[config.mk]
export PLATFORM = sky130hd
export DESIGN_NAME = uart_fifo_core
export DESIGN_NICKNAME = d
export VERILOG_FILES = /design/src/rtl/uart_fifo_core.sv
export SDC_FILE = /design/constraint.sdc
export NUM_CORES = 1
export LEC_CHECK = 0
export CAP_MARGIN = 20
export CORE_MARGIN = 2
export CORE_UTILIZATION = 30
export DETAILED_ROUTE_END_ITERATION = 6
export PLACE_DENSITY = 0.54
export SYNTH_ARGS = -nofsm -noshare
export SYNTH_HDL_FRONTEND = slang
export SYNTH_SLANG_ARGS = --single-unit
[constraint.sdc]
create_clock -name clk -period 2.9 [get_ports clk]
set_input_delay 0.58 -clock clk [delete_from_list [all_inputs] [get_ports clk]]
set_output_delay 0.58 -clock clk [all_outputs]
set_load 0.05 [all_outputs]
[src/rtl/uart_fifo_core.sv]
// UART core with an oversampled TX/RX pair, each buffered by a small first-word-fall-through FIFO.
// RX FIFO entries carry {frame_err, parity_err, data}, so the error flags track the head entry.

module uart_fifo_core_fifo #(
   parameter int W  = 8,
   parameter int AW = 2
) (
   input  logic         clk,
   input  logic         reset,
   input  logic         push,
   input  logic [W-1:0] push_data,
   input  logic         pop,
   output logic [W-1:0] head,
   output logic         full,
   output logic         empty
);
   localparam logic [AW:0] DEPTH = (AW+1)'(2**AW);

   logic [W-1:0]  mem [2**AW];
   logic [AW-1:0] wr_ptr, rd_ptr;
   logic [AW:0]   count;
   logic          push_ok, pop_ok;

   assign full    = (count == DEPTH);
   assign empty   = (count == '0);
   assign pop_ok  = pop && !empty;
   // A push into a full FIFO only lands when the head leaves in the same cycle.
   assign push_ok = push && (!full || pop_ok);
   assign head    = empty ? '0 : mem[rd_ptr];

   // NOTE: storage has no reset; the count gates every read, so stale contents are never visible.
   always_ff @(posedge clk) begin
      if (push_ok) mem[wr_ptr] <= push_data;
   end

   always_ff @(posedge clk or posedge reset) begin
      if (reset) begin
         wr_ptr <= '0;
         rd_ptr <= '0;
         count  <= '0;
      end else begin
         if (push_ok) wr_ptr <= wr_ptr + 1'b1;
         if (pop_ok)  rd_ptr <= rd_ptr + 1'b1;
         if (push_ok && !pop_ok)      count <= count + 1'b1;
         else if (pop_ok && !push_ok) count <= count - 1'b1;
      end
   end
endmodule

module uart_fifo_core #(
   parameter int DATA_WIDTH = 8,
   parameter int STOP_WIDTH = 1,
   parameter int PARITY_EN  = 0,
   parameter int PARITY_ODD = 0,
   parameter int CLK_DIV    = 163,
   parameter int FIFO_AW    = 2
) (
   input  logic                  clk,
   input  logic                  reset,
   input  logic                  i_tx_wr,
   input  logic [DATA_WIDTH-1:0] i_data_byte,
   output logic                  o_tx_full,
   output logic                  o_tx_data,
   output logic                  o_tx_busy,
   input  logic                  i_rx_data,
   input  logic                  i_rx_rd,
   output logic [DATA_WIDTH-1:0] o_data_byte,
   output logic                  o_rx_empty,
   output logic                  o_rx_parity_err,
   output logic                  o_rx_frame_err,
   output logic                  o_rx_overrun
);
   typedef enum logic [2:0] {IDLE, START, DATA, PARITY, STOP} state_t;

   localparam int   CW  = (CLK_DIV > 1) ? $clog2(CLK_DIV) : 1;
   localparam int   BW  = $clog2(DATA_WIDTH + 1);
   localparam logic ODD = (PARITY_ODD != 0);

   logic [CW-1:0] div_cnt;
   logic          tick;

   assign tick = (div_cnt == CW'(CLK_DIV - 1));

   // NOTE: sequential state uses <= so every flop samples the values from before the edge.
   always_ff @(posedge clk or posedge reset) begin
      if (reset) div_cnt <= '0;
      else       div_cnt <= tick ? '0 : div_cnt + 1'b1;
   end

   logic [DATA_WIDTH-1:0] tx_head, tx_shift;
   logic                  tx_empty, tx_pop, tx_par;
   state_t                tx_state;
   logic [3:0]            tx_tcnt;
   logic [BW-1:0]         tx_bcnt;

   // The last STOP tick may pop directly so back-to-back frames have no gap.
   assign tx_pop = tick && !tx_empty &&
                   ((tx_state == IDLE) ||
                    (tx_state == STOP && tx_tcnt == 4'd15 && tx_bcnt == BW'(STOP_WIDTH - 1)));

   uart_fifo_core_fifo #(.W(DATA_WIDTH), .AW(FIFO_AW)) u_tx_fifo (
      .clk(clk), .reset(reset), .push(i_tx_wr), .push_data(i_data_byte),
      .pop(tx_pop), .head(tx_head), .full(o_tx_full), .empty(tx_empty)
   );

   always_ff @(posedge clk or posedge reset) begin
      if (reset) begin
         tx_state  <= IDLE;
         tx_tcnt   <= '0;
         tx_bcnt   <= '0;
         tx_shift  <= '0;
         tx_par    <= 1'b0;
         o_tx_data <= 1'b1;
         o_tx_busy <= 1'b0;
      end else if (tx_pop) begin
         tx_state  <= START;
         tx_tcnt   <= '0;
         tx_shift  <= tx_head;
         tx_par    <= ^tx_head ^ ODD;
         o_tx_data <= 1'b0;
         o_tx_busy <= 1'b1;
      end else if (tick && tx_state != IDLE) begin
         tx_tcnt <= tx_tcnt + 4'd1;
         if (tx_tcnt == 4'd15) begin
            case (tx_state)
               START: begin
                  tx_state  <= DATA;
                  tx_bcnt   <= '0;
                  o_tx_data <= tx_shift[0];
               end
               DATA: begin
                  if (tx_bcnt == BW'(DATA_WIDTH - 1)) begin
                     tx_bcnt <= '0;
                     if (PARITY_EN != 0) begin
                        tx_state  <= PARITY;
                        o_tx_data <= tx_par;
                     end else begin
                        tx_state  <= STOP;
                        o_tx_data <= 1'b1;
                     end
                  end else begin
                     tx_bcnt   <= tx_bcnt + 1'b1;
                     tx_shift  <= tx_shift >> 1;
                     o_tx_data <= tx_shift[1];
                  end
               end
               PARITY: begin
                  tx_state  <= STOP;
                  o_tx_data <= 1'b1;
               end
               STOP: begin
                  if (tx_bcnt == BW'(STOP_WIDTH - 1)) begin
                     tx_state  <= IDLE;
                     o_tx_busy <= 1'b0;
                  end else begin
                     tx_bcnt <= tx_bcnt + 1'b1;
                  end
               end
               default: tx_state <= IDLE;
            endcase
         end
      end
   end

   logic [1:0]            rx_sync;
   logic                  rx_s, rx_q, rx_perr, rx_push;
   state_t                rx_state;
   logic [3:0]            rx_tcnt;
   logic [BW-1:0]         rx_bcnt;
   logic [DATA_WIDTH-1:0] rx_shift;
   logic [DATA_WIDTH+1:0] rx_push_data, rx_head;
   logic                  rx_full, rx_empty, rx_pop_ok;

   assign rx_s = rx_sync[1];

   // rx_q holds the previous tick's sample, so start detection needs a real falling edge.
   always_ff @(posedge clk or posedge reset) begin
      if (reset) begin
         rx_sync      <= 2'b11;
         rx_q         <= 1'b1;
         rx_state     <= IDLE;
         rx_tcnt      <= '0;
         rx_bcnt      <= '0;
         rx_shift     <= '0;
         rx_perr      <= 1'b0;
         rx_push      <= 1'b0;
         rx_push_data <= '0;
      end else begin
         rx_sync <= {rx_sync[0], i_rx_data};
         rx_push <= 1'b0;
         if (tick) begin
            rx_q <= rx_s;
            case (rx_state)
               IDLE: begin
                  if (rx_q && !rx_s) begin
                     rx_state <= START;
                     rx_tcnt  <= '0;
                     rx_perr  <= 1'b0;
                  end
               end
               START: begin
                  if (rx_tcnt == 4'd6) begin
                     rx_tcnt  <= '0;
                     rx_bcnt  <= '0;
                     rx_state <= rx_s ? IDLE : DATA;
                  end else begin
                     rx_tcnt <= rx_tcnt + 4'd1;
                  end
               end
               default: begin
                  rx_tcnt <= rx_tcnt + 4'd1;
                  if (rx_tcnt == 4'd15) begin
                     case (rx_state)
                        DATA: begin
                           rx_shift <= {rx_s, rx_shift[DATA_WIDTH-1:1]};
                           if (rx_bcnt == BW'(DATA_WIDTH - 1))
                              rx_state <= (PARITY_EN != 0) ? PARITY : STOP;
                           else
                              rx_bcnt <= rx_bcnt + 1'b1;
                        end
                        PARITY: begin
                           rx_perr  <= rx_s ^ (^rx_shift) ^ ODD;
                           rx_state <= STOP;
                        end
                        STOP: begin
                           rx_push      <= 1'b1;
                           rx_push_data <= {~rx_s, rx_perr, rx_shift};
                           rx_state     <= IDLE;
                        end
                        default: rx_state <= IDLE;
                     endcase
                  end
               end
            endcase
         end
      end
   end

   uart_fifo_core_fifo #(.W(DATA_WIDTH + 2), .AW(FIFO_AW)) u_rx_fifo (
      .clk(clk), .reset(reset), .push(rx_push), .push_data(rx_push_data),
      .pop(i_rx_rd), .head(rx_head), .full(rx_full), .empty(rx_empty)
   );

   assign {o_rx_frame_err, o_rx_parity_err, o_data_byte} = rx_head;
   assign o_rx_empty = rx_empty;
   assign rx_pop_ok  = i_rx_rd && !rx_empty;

   always_ff @(posedge clk or posedge reset) begin
      if (reset)                               o_rx_overrun <= 1'b0;
      else if (rx_push && rx_full && !rx_pop_ok) o_rx_overrun <= 1'b1;
      else if (rx_pop_ok)                      o_rx_overrun <= 1'b0;
   end
endmodule

==> impl_metrics.yaml <==
outcome:
  outcome: "completed"
pwr:
  ir_drop_v: 0.0004965
  p_total_w: 0.005333
  p_per_area_mw_per_mm2: 682.2
  p_leak_nw: 3.160
worst_setup_path:
  cp_data_required_time_ns: 3.24
  start_kind: "flop"
  r2r_cells: 11
  max_stage_delay_ns: 0.43
  path_cells: "or3_4, nor2_1, and4_1, inv_1, a21boi_2, ha_1, inv_1, fa_1, xor2_1, nor2_1, xor2_1"
  end_kind: "flop"
  timing.rr.end: "u_tx_fifo.count[2]"
  crit_type: "reg -> reg"
  rr_startpoint: "div_cnt[2]"
  worstPathArrival_ns: 2.99
  path_max_fanout: 5
  r2r_slack_ns: 0.25
  crit_path_top_delay_cell: "dfrtp_1"
timing:
  finalWorstSetupSlack_ns: 0.2516
  hold_viol: 0
  drv_slew: 0
  fin_skew_ns: 0.007470
  setup_viol: 0
  period_minus_slack_ns: 2.648
  maxSlewHeadroom: 0.5639
  tns_ns: 0
  rsz0062_at_grt: "false"
  worst_slew_pin_slew_ns: 0.6493
  period_share: 0.9132
  max_clock_freq_mhz: 377.6
route:
  first_iter_violations: 142
  detail_route.vias_per_cell: 4.569
  first_pass_iters: 4
  drtAntennaViolNets: 0
  wl_per_cell_microns: 14.05
  wl_mm: 11.18
  drc_errors: 0
  vias: 3637
global_route:
  grt_pass1_wl_mm: 18.98
  grt_pass1_vias: 3739
  grt_max_degree: 49
  overflow: 0
  grt_usage: 0.1028
  antenna_found_initial: 0
synthesis:
  ys_seq_elements: 150
  synthXorXnorAreaFrac: 0.03979
  synth_top_family_by_area: "multiplexers"
  synth_fa_ha_area_frac: 0.04017
  synth_cell_types: 54
  ys_warn_count: 0
  yosys.area_share.simple: 0.1086
  async_flop_share: 0.5200
  muxShareOfSynthArea: 0.1190
  synth-main-ff-cell: "dfrtp_1"
  yosysSeqAreaShare: 0.6237
  synthesis.area_sq_mm: 0.006604
  netlist_instances: 463
  synth_fp_nets: 496
  synth_edf_count: 72
  synth_compound_area_frac: 0.04907
  avgSynthCellArea_sq_um: 14.26
place:
  hpwl_mm: 7.541
  dpl_cell_area_sq_mm: 0.007218
  io_buffers: 27
  dp.cells: 764
  place_ws_ns: 0.2078
  place_congestion: 0.7751
floorplanning:
  placeableCoreArea_sq_mm: 0.02169
  initial_core_util: 0.3045
  io_pins: 28
  fp.dieArea_sq_mm: 0.02322
  die_h_microns: 152.4
  die_w_microns: 152.4
  rows: 54
finish:
  mostFrequentLayoutCells: "74 x dfrtp_1, 72 x edfxtp_1, 28 x nor2_1"
  diodes: 0
  fin_area_sq_mm: 0.007818
  instances_no_fill: 796
  syn_to_final_growth_pct: 18.38
  final_nets: 536
  register_area_sq_mm: 0.004119
  drive_gt1_frac: 0.2132
  multi_input_area_sq_mm: 0.002365
  mostFrequentLayoutCell: "dfrtp_1"
  fillers: 2050
clocking:
  clk_path_buf_depth: 2
  cts.htree.levels: 4
  cts_root_buffer: "clkbuf_16"
  clock-sinks: 150
  cts_tree: "yes"
  hold_buffers: 0
  clk_latency_ns: 0.41
  clk_pin_slew_ns: 0.06
  cts_inserted_buffers: 17
flow_run:
  drv_cap: 0
hold_path:
  holdCritStartpoint: "rx_sync[0]"
  worst_hold_path.num_cells: 0
  whs_endpoint: "rx_sync[1]"
  hp-class: "reg -> reg"
repair_timing:
| item | 4_1_cts | 5_1_grt |
|---|---|---|
| resized for setup | 0 | 1 |
| buffers inserted | 0 | 0 |
| setup endpoints to repair | 0 | 1 |
synth_stat cells (8+ instances only):
cell	n	share of area
xor2_1	9	0.012
and2_1	8	0.0076
inv_1	16	0.0091
nor2b_1	14	0.013
nand2b_1	10	0.0095
nand3_1	15	0.011
mux2_4	8	0.018
dfrtp_1	74	0.28
clkbuf_1	8	0.0045
mux2_2	16	0.027
a21oi_1	11	0.0083
ha_1	18	0.034
mux2i_1	8	0.012
xnor2_1	21	0.028
mux4_2	18	0.061
edfxtp_1	72	0.33
nor2_1	28	0.016
o21ai_0	19	0.014
nand2_1	23	0.013
final cells by class:
class	instances	area share
tap	280	0.04481
timing repair buffer	35	0.04193
inverter	16	0.007843
sequential	150	0.5269
clock inverter	15	0.02161
multi-input combinational	283	0.3025
clock buffer	17	0.05442
worst max-delay path by stage:
stage	start	to	slack, ns
3_5_place_dp	tx_bcnt[0]	u_tx_fifo.count[2]	0.21
6_report	div_cnt[2]	u_tx_fifo.count[2]	0.25
5_1_grt	tx_bcnt[0]	u_tx_fifo.count[2]	0.0008
2_1_floorplan	div_cnt[2]	u_tx_fifo.count[1]	0.06
4_1_cts	tx_bcnt[0]	u_tx_fifo.count[2]	0.18
3_3_place_gp	tx_bcnt[0]	u_tx_fifo.count[2]	0.27
where the power goes:
part | total [W] | internal [W] | leakage (nW) | switching (W)
sequential | 0.00253 | 0.00240 | 1.79 | 0.000129
combinational | 0.000609 | 0.000294 | 1.08 | 0.000315
clock | 0.00219 | 0.00129 | 0.295 | 0.000903
logic make-up (layout without fill, tap and decap cells):
family / after synthesis / count (layout)
fa+ha+maj: 20 / 20
flops: 150 / 150
xor+xnor: 30 / 30
mux: 50 / 50
buf+inv: 30 / 83
simple gates: 132 / 132
compound gates: 51 / 51
sequential cells by signal, summed over array words and instances (netlist names), 4 cells and up:
name	count
u_rx_fifo.mem	40
rx_tcnt	4
tx_bcnt	4
rx_shift	8
tx_shift	8
tx_tcnt	4
rx_bcnt	4
u_tx_fifo.mem	32
rx_push_data	10
div_cnt	8
worst max-delay path: cells and delay by family (launching register included):
family / cells / cell delay (ns)
XOR/XNOR: 2 / 0.32
adder cells (fa/ha/maj): 2 / 0.56
AND/OR/NAND/NOR: 4 / 0.95
AO/OA/AOI/OAI: 1 / 0.16
flip-flops: 1 / 0.43
buffers and inverters: 2 / 0.17
stage by stage:
stage	utilization	hold slack [ns]
2_1_floorplan	-	0.3452
3_3_place_gp	0.3328	0.3535
3_5_place_dp	0.3328	0.3493
4_1_cts	0.3602	0.3644
5_1_grt	0.3604	0.3638
6_report	0.3604	0.3622
layer usage:
layer | share of wire | wire length (microns) | track usage
met1 | 0.45 | 5049 | 0.1273
met3 | 0.040 | 448 | 0.03185
met5 | 0 | 0 | 0
met4 | 0.013 | 145 | 0.03516
met2 | 0.50 | 5541 | 0.1712
No activity file was read; power rests on OpenSTA's default activity.
